==> config.mk <==
export PLATFORM = sky130hd
export DESIGN_NAME = pipe_stage_reg
export DESIGN_NICKNAME = d
export VERILOG_FILES = /design/src/rtl/pipe_stage_reg.sv
export SDC_FILE = /design/constraint.sdc
export NUM_CORES = 1
export LEC_CHECK = 0
export ABC_AREA = 1
export BUFFER_PORTS_ARGS = -buffer_cell sky130_fd_sc_hd__buf_4
export CAP_MARGIN = 20
export CELL_PAD_IN_SITES_DETAIL_PLACEMENT = 1
export CELL_PAD_IN_SITES_GLOBAL_PLACEMENT = 1
export CORE_MARGIN = 2
export CORE_UTILIZATION = 35
export DETAILED_ROUTE_END_ITERATION = 16
export GPL_ROUTABILITY_DRIVEN = 0
export PLACE_DENSITY_LB_ADDON = 0.15
export SLEW_MARGIN = 10
export SYNTH_ARGS = -nofsm -noshare
export SYNTH_HDL_FRONTEND = slang
export SYNTH_SLANG_ARGS = --single-unit
==> constraint.sdc <==
create_clock -name clk -period 12.55 [get_ports clk]
set_clock_uncertainty 0.15 [all_clocks]
set_input_delay 0.6275 -clock clk [delete_from_list [all_inputs] [get_ports clk]]
set_output_delay 0.6275 -clock clk [all_outputs]
set_load 0.005 [all_outputs]
==> src/rtl/pipe_stage_reg.sv <==
// ---------------------------------------------------------------------------
// pipe_stage_reg
//
// Inter-stage pipeline register for the five-stage MIPS core (one instance
// per stage boundary: F/D, D/E, E/M, M/W). Besides an opaque payload it
// carries the hazard-tracking fields: destination register, Tnew countdown
// and one Tuse field per source channel, plus a valid bit.
//
// Parameters
//   PAYLOAD_W      width of the opaque control/data payload
//   ADDR_W         destination register address width
//   T_W            width of Tnew and of each Tuse field
//   NUM_SRC        number of source-use channels (rs, rt, ...)
//   TUSE_IDLE      Tuse value meaning "operand not used"
//   RESET_PC       PC value held after reset
//   BUBBLE_PC_MODE PC loaded on flush: 0 = zero, 1 = pc_in
//
// Ports
//   clk, reset        rising-edge clock, asynchronous active-high reset
//   enable, flush     stage control (see below)
//   valid_in, pc_in, payload_in, dst_addr_in, tnew_in, tuse_in
//                     incoming instruction fields; tuse_in channel k sits at
//                     bits [k*T_W +: T_W]
//   valid_out, pc_out, payload_out, dst_addr_out, tnew_out, tuse_out
//                     stored fields; tnew_out is the stored Tnew minus one,
//                     saturating at zero
//   stats_clr, stall_cnt, bubble_cnt
//                     statistics, present only when PIPE_STAGE_STATS_EN is
//                     defined
//
// Stage control semantics (sampled together on each rising edge):
//   flush = 1               -> load a bubble, regardless of enable
//   flush = 0, enable = 0   -> hold every stored field (stall)
//   flush = 0, enable = 1   -> capture; valid_in = 0 captures a bubble that
//                              still records pc_in
// A bubble always shows dst_addr_out = 0, tnew_out = 0 and every Tuse at
// TUSE_IDLE, so hazard logic never sees a phantom producer or consumer.
//
// Configuration macro: PIPE_STAGE_STATS_EN (adds the statistics counters).
// ---------------------------------------------------------------------------
module pipe_stage_reg #(
  parameter int          PAYLOAD_W      = 96,
  parameter int          ADDR_W         = 5,
  parameter int          T_W            = 3,
  parameter int          NUM_SRC        = 2,
  parameter int          TUSE_IDLE      = 4,
  parameter logic [31:0] RESET_PC       = 32'h0000_0000,
  parameter int          BUBBLE_PC_MODE = 0
) (
  input  logic                   clk,
  input  logic                   reset,
  input  logic                   enable,
  input  logic                   flush,
  input  logic                   valid_in,
  input  logic [31:0]            pc_in,
  input  logic [PAYLOAD_W-1:0]   payload_in,
  input  logic [ADDR_W-1:0]      dst_addr_in,
  input  logic [T_W-1:0]         tnew_in,
  input  logic [NUM_SRC*T_W-1:0] tuse_in,
  output logic                   valid_out,
  output logic [31:0]            pc_out,
  output logic [PAYLOAD_W-1:0]   payload_out,
  output logic [ADDR_W-1:0]      dst_addr_out,
  output logic [T_W-1:0]         tnew_out,
  output logic [NUM_SRC*T_W-1:0] tuse_out
`ifdef PIPE_STAGE_STATS_EN
  ,
  input  logic                   stats_clr,
  output logic [31:0]            stall_cnt,
  output logic [31:0]            bubble_cnt
`endif
);

  localparam int                TUSE_W        = NUM_SRC * T_W;
  localparam logic [T_W-1:0]    TUSE_IDLE_T   = T_W'(TUSE_IDLE);
  localparam logic [TUSE_W-1:0] TUSE_IDLE_VEC = {NUM_SRC{TUSE_IDLE_T}};

  // -------------------------------------------------------------------------
  // Stored state
  // -------------------------------------------------------------------------
  logic                 valid_q;
  logic [31:0]          pc_q;
  logic [PAYLOAD_W-1:0] payload_q;
  logic [ADDR_W-1:0]    dst_addr_q;
  logic [T_W-1:0]       tnew_q;
  logic [TUSE_W-1:0]    tuse_q;

  // -------------------------------------------------------------------------
  // Next-state selection
  // -------------------------------------------------------------------------
  logic                 load;
  logic                 bubble;
  logic                 valid_d;
  logic [31:0]          pc_d;
  logic [PAYLOAD_W-1:0] payload_d;
  logic [ADDR_W-1:0]    dst_addr_d;
  logic [T_W-1:0]       tnew_d;
  logic [TUSE_W-1:0]    tuse_d;

  always_comb begin
    // A flush loads even while the stage is stalled.
    load    = flush | enable;
    // Both a flush and an invalid capture produce the bubble field pattern.
    bubble  = flush | ~valid_in;
    valid_d = ~bubble;

    // Only a flush may zero the PC; an invalid capture keeps pc_in so the
    // bubble still records where it came from.
    if (flush && (BUBBLE_PC_MODE == 0)) begin
      pc_d = '0;
    end else begin
      pc_d = pc_in;
    end

    if (bubble) begin
      payload_d  = '0;
      dst_addr_d = '0;
      tnew_d     = '0;
      tuse_d     = TUSE_IDLE_VEC;
    end else begin
      payload_d  = payload_in;
      dst_addr_d = dst_addr_in;
      tnew_d     = tnew_in;
      tuse_d     = tuse_in;
    end
  end

  always_ff @(posedge clk or posedge reset) begin
    if (reset) begin
      valid_q    <= 1'b0;
      pc_q       <= RESET_PC;
      payload_q  <= '0;
      dst_addr_q <= '0;
      tnew_q     <= '0;
      tuse_q     <= TUSE_IDLE_VEC;
    end else if (load) begin
      valid_q    <= valid_d;
      pc_q       <= pc_d;
      payload_q  <= payload_d;
      dst_addr_q <= dst_addr_d;
      tnew_q     <= tnew_d;
      tuse_q     <= tuse_d;
    end
  end

  // -------------------------------------------------------------------------
  // Outputs: all driven from registers only
  // -------------------------------------------------------------------------
  assign valid_out    = valid_q;
  assign pc_out       = pc_q;
  assign payload_out  = payload_q;
  assign dst_addr_out = dst_addr_q;
  assign tuse_out     = tuse_q;

  // Tnew is stored relative to the upstream stage; one stage later the
  // result is one cycle closer. Saturate so a ready result stays at zero.
  assign tnew_out = (tnew_q == '0) ? '0 : (tnew_q - T_W'(1));

`ifdef PIPE_STAGE_STATS_EN
  // -------------------------------------------------------------------------
  // Statistics
  // -------------------------------------------------------------------------
  logic        stall_evt;
  logic        bubble_evt;
  logic [31:0] stall_q;
  logic [31:0] bubble_q;

  // A stall only counts while a real instruction is being held.
  assign stall_evt  = ~flush & ~enable & valid_q;
  assign bubble_evt = flush | (enable & ~valid_in);

  always_ff @(posedge clk or posedge reset) begin
    if (reset) begin
      stall_q  <= '0;
      bubble_q <= '0;
    end else if (stats_clr) begin
      stall_q  <= '0;
      bubble_q <= '0;
    end else begin
      if (stall_evt && (stall_q != '1)) begin
        stall_q <= stall_q + 32'd1;
      end
      if (bubble_evt && (bubble_q != '1)) begin
        bubble_q <= bubble_q + 32'd1;
      end
    end
  end

  assign stall_cnt  = stall_q;
  assign bubble_cnt = bubble_q;
`endif

endmodule

Word-level counts from Yosys, hierarchy flattened
Index checks and enable logic that the tools add are counted.
W data, S select, Z words.
Word-level totals
  register bits after elaboration: 143
  input bits: 147
  logic and storage cells: 18
Operators by class
  add/sub/neg operators: 1
  muxes and demuxes: 6
  reduce and logical (&&, ||, !) cells: 1
  bitwise gates (word level): 4
Operators with widths (number)
  $mux W96: 1
  $mux W32: 1
  $mux W3: 2
  $mux W6: 1
  $mux W5: 1
  $logic_not A3 Y1: 1
  $sub A3 B1 Y3 const B: 1
  $not A1 Y1: 2
  $or A1 B1 Y1: 2

Depth between registers and ports, before layout
  word-level depth: 3
  depth in mapped cells: 6
  mapped depth without buffers: 4

Least setup slack after synthesis
OpenSTA, ideal clock, no wires.
  kind: register -> output
  from: register tnew_q[0]
  to: output tnew_out[2]
  data arrival time: 0.736 ns
  buffers on the path: 0
  stages on the path, launching flop included: 4
  setup slack: 11.036 ns
  required time: 11.773 ns
  cells stage by stage: dfrtp_1 nor2_1 inv_1 ha_1
On the way
  cells in the longest elaborated chain, start to end: 2
Ends and longest elaborated chain
  start: declaration: line 85  | logic [T_W-1:0] tnew_q;
  start signal: assignment: line 141  | tnew_q <= tnew_d;
  $sub A3 B1 Y3 or $logic_not A3 Y1 (tied branches): line 157  | assign tnew_out = (tnew_q == '0) ? '0 : (tnew_q - T_W'(1));
  $mux W3 (*): line 157
  end: declaration: line 64  | output logic [T_W-1:0] tnew_out,
Every way passes the cells marked *; elsewhere a longest branch is shown, timed or not.

Worst setup path in the final report
  from: input enable
  to: register tuse_q[2], in the netlist tuse_out[2]
On the way
  cells in the longest elaborated chain, start to end: 1
Ends and longest elaborated chain
  start: declaration: line 52  | input logic enable,
  $or A1 B1 Y1: line 102  | load = flush | enable;
  end signal: assignment: line 142  | tuse_q <= tuse_d;
  end: declaration: line 86  | logic [TUSE_W-1:0] tuse_q;
No other way between the ends.
A chain may end at the register's enable or synchronous reset.

==> flow_summary.html <==
<table>
<tr><th>Metric</th><th>Value</th></tr>
<tr><th colspan="2">GRT</th></tr>
<tr><td>Global Route met2 Usage</td><td>0.376</td></tr>
<tr><td>Pin count of the biggest net entering global routing</td><td>106</td></tr>
<tr><td>Total gr overflow</td><td>0</td></tr>
<tr><td>Via count of the first global-routing pass</td><td>6043</td></tr>
<tr><td>Initial antenna violation count</td><td>0</td></tr>
<tr><td>Met1 Resource Use GR</td><td>0.280</td></tr>
<tr><td>Global-route wire length before repair</td><td>32.3 mm</td></tr>
<tr><td>Global-route usage over all layers</td><td>0.228</td></tr>
<tr><td>Busiest layer in global routing</td><td>met2</td></tr>
<tr><td>Met3 Resource Use GR</td><td>0.0567</td></tr>
<tr><th colspan="2">STA</th></tr>
<tr><td>Setup repair after global routing missed its margin</td><td>no</td></tr>
<tr><td>Normalized max-slew margin</td><td>0.300</td></tr>
<tr><td>Crit path time final</td><td>around 2.6 ns</td></tr>
<tr><td>Fin crit share</td><td>0.207</td></tr>
<tr><td>Setup total negative slack</td><td>0 ns</td></tr>
<tr><td>Hold Fails Final Rpt</td><td>0</td></tr>
<tr><td>Setup violation total in the final timing report</td><td>0</td></tr>
<tr><td>Achievable Freq</td><td>between 300 and 400 MHz</td></tr>
<tr><td>Transition time of the tightest slew-check pin</td><td>about 1.1 ns</td></tr>
<tr><td>Final count of pins violating max slew</td><td>0</td></tr>
<tr><th colspan="2">Floorplan</th></tr>
<tr><td>Initial Util</td><td>0.358</td></tr>
<tr><td>I/O Pins</td><td>290</td></tr>
<tr><td>Standard-cell row count</td><td>47</td></tr>
<tr><td>Die W</td><td>roughly 130 µm</td></tr>
<tr><td>Chip Height</td><td>between 100 and 150 µm</td></tr>
<tr><td>Core box area</td><td>approximately 17000 µm²</td></tr>
<tr><td>Area enclosed by the die boundary</td><td>18000 µm²</td></tr>
<tr><th colspan="2">Power and ir drop</th></tr>
<tr><td>Peak supply drop</td><td>between 0.08 and 0.09 mV</td></tr>
<tr><td>Leakage power</td><td>roughly 0.005 µW</td></tr>
<tr><td>Switching fraction of total power</td><td>0.239</td></tr>
<tr><td>Power per Cell Area</td><td>131 nW/µm²</td></tr>
<tr><td>Clk pwr share</td><td>0.453</td></tr>
<tr><td>Reported net switching power</td><td>roughly 270 µW</td></tr>
<tr><td>Power Internal</td><td>~870 µW</td></tr>
<tr><td>Part of the total power dissipated in sequential elements</td><td>0.431</td></tr>
<tr><td>Part of the power in combinational logic</td><td>0.116</td></tr>
<tr><th colspan="2">Setup path</th></tr>
<tr><td>Cell-by-cell trace of the critical path</td><td>buf_4 &gt; nor2_8 &gt; buf_4 &gt; inv_1 &gt; nand2_1 &gt; nand2_1</td></tr>
<tr><td>Required time reported for the critical path endpoint</td><td>around 13 ns</td></tr>
<tr><td>Total buffers and inverters traversed by the critical path</td><td>3</td></tr>
<tr><td>Biggest fanout along the worst timing path</td><td>95</td></tr>
<tr><td>Setup crit end kind</td><td>flop</td></tr>
<tr><td>Worst Reg-to-Reg Cells</td><td>2</td></tr>
<tr><td>Critical path's top delay family</td><td>buffers and inverters</td></tr>
<tr><td>Critical Path Max Stage Delay</td><td>about 0.9 ns</td></tr>
<tr><td>Slowest stage cell on the critical path</td><td>buf_4</td></tr>
<tr><td>Worst setup path category</td><td>input port to flop</td></tr>
<tr><td>Data arrival time of the worst path</td><td>approximately 2.8 ns</td></tr>
<tr><td>Critical Path Stages</td><td>6</td></tr>
<tr><td>Category of the worst setup path launch point</td><td>input port</td></tr>
<tr><th colspan="2">Clock tree</th></tr>
<tr><td>Clock tree from TritonCTS</td><td>yes</td></tr>
<tr><td>Clock edge transition at the registers on the reported setup and hold paths</td><td>0.06 ns</td></tr>
<tr><td>Clock buffer count from CTS</td><td>17</td></tr>
<tr><td>Clock insertion delay at the later pin of the skew report</td><td>about 0.4 ns</td></tr>
<tr><td>Hold buffer count at cts</td><td>0</td></tr>
<tr><td>H-tree depth</td><td>4</td></tr>
<tr><td>Setup fix buffers added after clock tree synthesis</td><td>0</td></tr>
<tr><td>Largest buffer count on any clock path</td><td>2</td></tr>
<tr><td>Number of gates resized after CTS</td><td>0</td></tr>
<tr><td>Root buffer cell</td><td>clkbuf_16</td></tr>
<tr><td>TritonCTS sink count</td><td>143</td></tr>
<tr><th colspan="2">Layout</th></tr>
<tr><td>Final nets</td><td>~1100</td></tr>
<tr><td>Layout Area Growth over Synthesis</td><td>47.1%</td></tr>
<tr><td>Number of antenna cells inserted</td><td>0</td></tr>
<tr><td>End-of-flow core utilization</td><td>0.526</td></tr>
<tr><td>Share of post-route cells with drive strength above 1</td><td>0.362</td></tr>
<tr><th colspan="2">Logic synthesis</th></tr>
<tr><td>Number of nets in the synthesized netlist</td><td>roughly 800</td></tr>
<tr><td>Dominant cells by area after synthesis</td><td>dfrtp_1, nand2_1, nand4_1, nand3_1, buf_6</td></tr>
<tr><td>Synthesized instance count</td><td>around 650</td></tr>
<tr><td>Cell taking the most area after synthesis</td><td>dfrtp_1</td></tr>
<tr><td>Synthesized area per cell</td><td>9.18 µm²</td></tr>
<tr><td>Count of synthesis-stage warnings from yosys</td><td>0</td></tr>
<tr><td>Netlist area before placement</td><td>approximately 5900 µm²</td></tr>
<tr><td>Flip-flop and latch count after synthesis</td><td>143</td></tr>
<tr><td>Area share of the leading cell type in the synthesized netlist</td><td>0.595</td></tr>
<tr><td>Sequential area share after synthesis</td><td>0.604</td></tr>
<tr><td>Number of different library cells in the post-synthesis netlist</td><td>16</td></tr>
<tr><th colspan="2">Routing</th></tr>
<tr><td>DRT antenna net count</td><td>0</td></tr>
<tr><td>Drt wl/cell</td><td>about 18 µm</td></tr>
<tr><td>Detailed-route vias per instance</td><td>5.09</td></tr>
<tr><td>Remaining design rule violation count</td><td>0</td></tr>
<tr><td>Iteration-0 DRC count of the detailed router</td><td>217</td></tr>
<tr><td>First-pass iteration count of the detailed router</td><td>6</td></tr>
<tr><td>Vias after detailed routing</td><td>a little under 6000</td></tr>
<tr><td>Total routed wirelength</td><td>about 20 mm</td></tr>
<tr><th colspan="2">Run status</th></tr>
<tr><td>Result of the run</td><td>finished clean</td></tr>
<tr><th colspan="2">Worst hold path</th></tr>
<tr><td>Hold WC Path Type</td><td>input port to asynchronous set/reset pin</td></tr>
<tr><th colspan="2">Job</th></tr>
<tr><td>Max-Cap Viols</td><td>0</td></tr>
<tr><th colspan="2">Placed design</th></tr>
<tr><td>Hpwl dp</td><td>approximately 14 mm</td></tr>
<tr><td>Count of port buffers added during placement</td><td>about 290</td></tr>
</table>
[layout by cell type, fill, tap and decap left out]
master      Yosys  layout
clkinv_4        0       1
inv_1           6       5
nor2_1          2       2
ha_1            2       2
clkbuf_16       0      17
nand4_1       108     108
dfrtp_1       141     141
o21ai_0         1       1
inv_4           0       1
nor2_8          1       1
nand3_1        35      35
clkinv_2        0       5
clkbuf_8        0       3
clkinvlp_4      0       2
buf_4           8     294
nand2_1       289     289
dfstp_2         2       2
buf_16          0       1
bufinv_16       0       3
inv_6           0       1
[cells in the mapped netlist (all sizes together)]
cell and instances:
dfstp 2, nor2 3, nand2 289, ha 2
buf 36, nand3 35, clkbuf 22, o21ai 1
nand4 108, dfrtp 141, inv 7
[power groups by stage]
stage / logic (µW) / registers, µW / clock network (µW)
floorplan: 51.6 / 501 / 0
global placement: 130 / 500 / 0
detailed placement: 134 / 501 / 0
CTS: 134 / 493 / 528
global route: 146 / 495 / 546
finish: 133 / 493 / 519
[area by class of cell]
cell class | instances | area (µm²)
clock inverters | 11 | 139
fillers | 1947 | 7860
well taps | 220 | 275
inverters | 7 | 33.8
repair buffers | 295 | 2230
multi-input cells | 438 | 1990
clock buffers | 20 | 467
flip-flops and latches | 143 | 3580
[sequential cells by signal, summed over array words and instances (netlist names)]
register      count
tnew_q            3
dst_addr_out      5
valid_out         1
tuse_out          6
pc_out           32
payload_out      96
[final timing paths]
kind	slack, ns	endpoint	startpoint
max	9.96	tuse_out[2]$_DFFE_PP1P_	enable
min in group clk	0.30	pc_out[30]$_DFFE_PP0P_	pc_in[30]
max in group asynchronous	10.69	payload_out[48]$_DFFE_PP0P_	reset
min	0.14	payload_out[61]$_DFFE_PP0P_	reset
max reg2reg	11.64	tuse_out[2]$_DFFE_PP1P_	tuse_out[2]$_DFFE_PP1P_
min reg2reg	0.32	pc_out[25]$_DFFE_PP0P_	pc_out[25]$_DFFE_PP0P_
[cells by family after synthesis]
group,share of synthesized area
DFF,0.604
buffers and inverters,0.0599
adders and majority gates,0.00422
and+or+nand+nor,0.331
AOI/OAI and AO/OA,0.000843
[per-layer routing]
metal  part of all wire  vias up
met1               0.40     2846
li1                   -     2666
met4              0.038        0
met5                  0        -
met3              0.063       47
met2               0.50      212
[metrics by stage]
stage	power, µW	worst slack (ns)	instances	area (µm²)	hold WS (ns)
after CTS	1150	9.99	1133	8700	0.156
after global placement	630	9.63	1102	8090	0.304
after floorplan	553	7.94	646	5930	0.306
after global routing	1190	9.76	1134	8720	0.186
after detailed placement	635	9.55	1102	8090	0.311
final	1140	9.96	1134	8720	0.136
(Power assumes the default switching activity.)
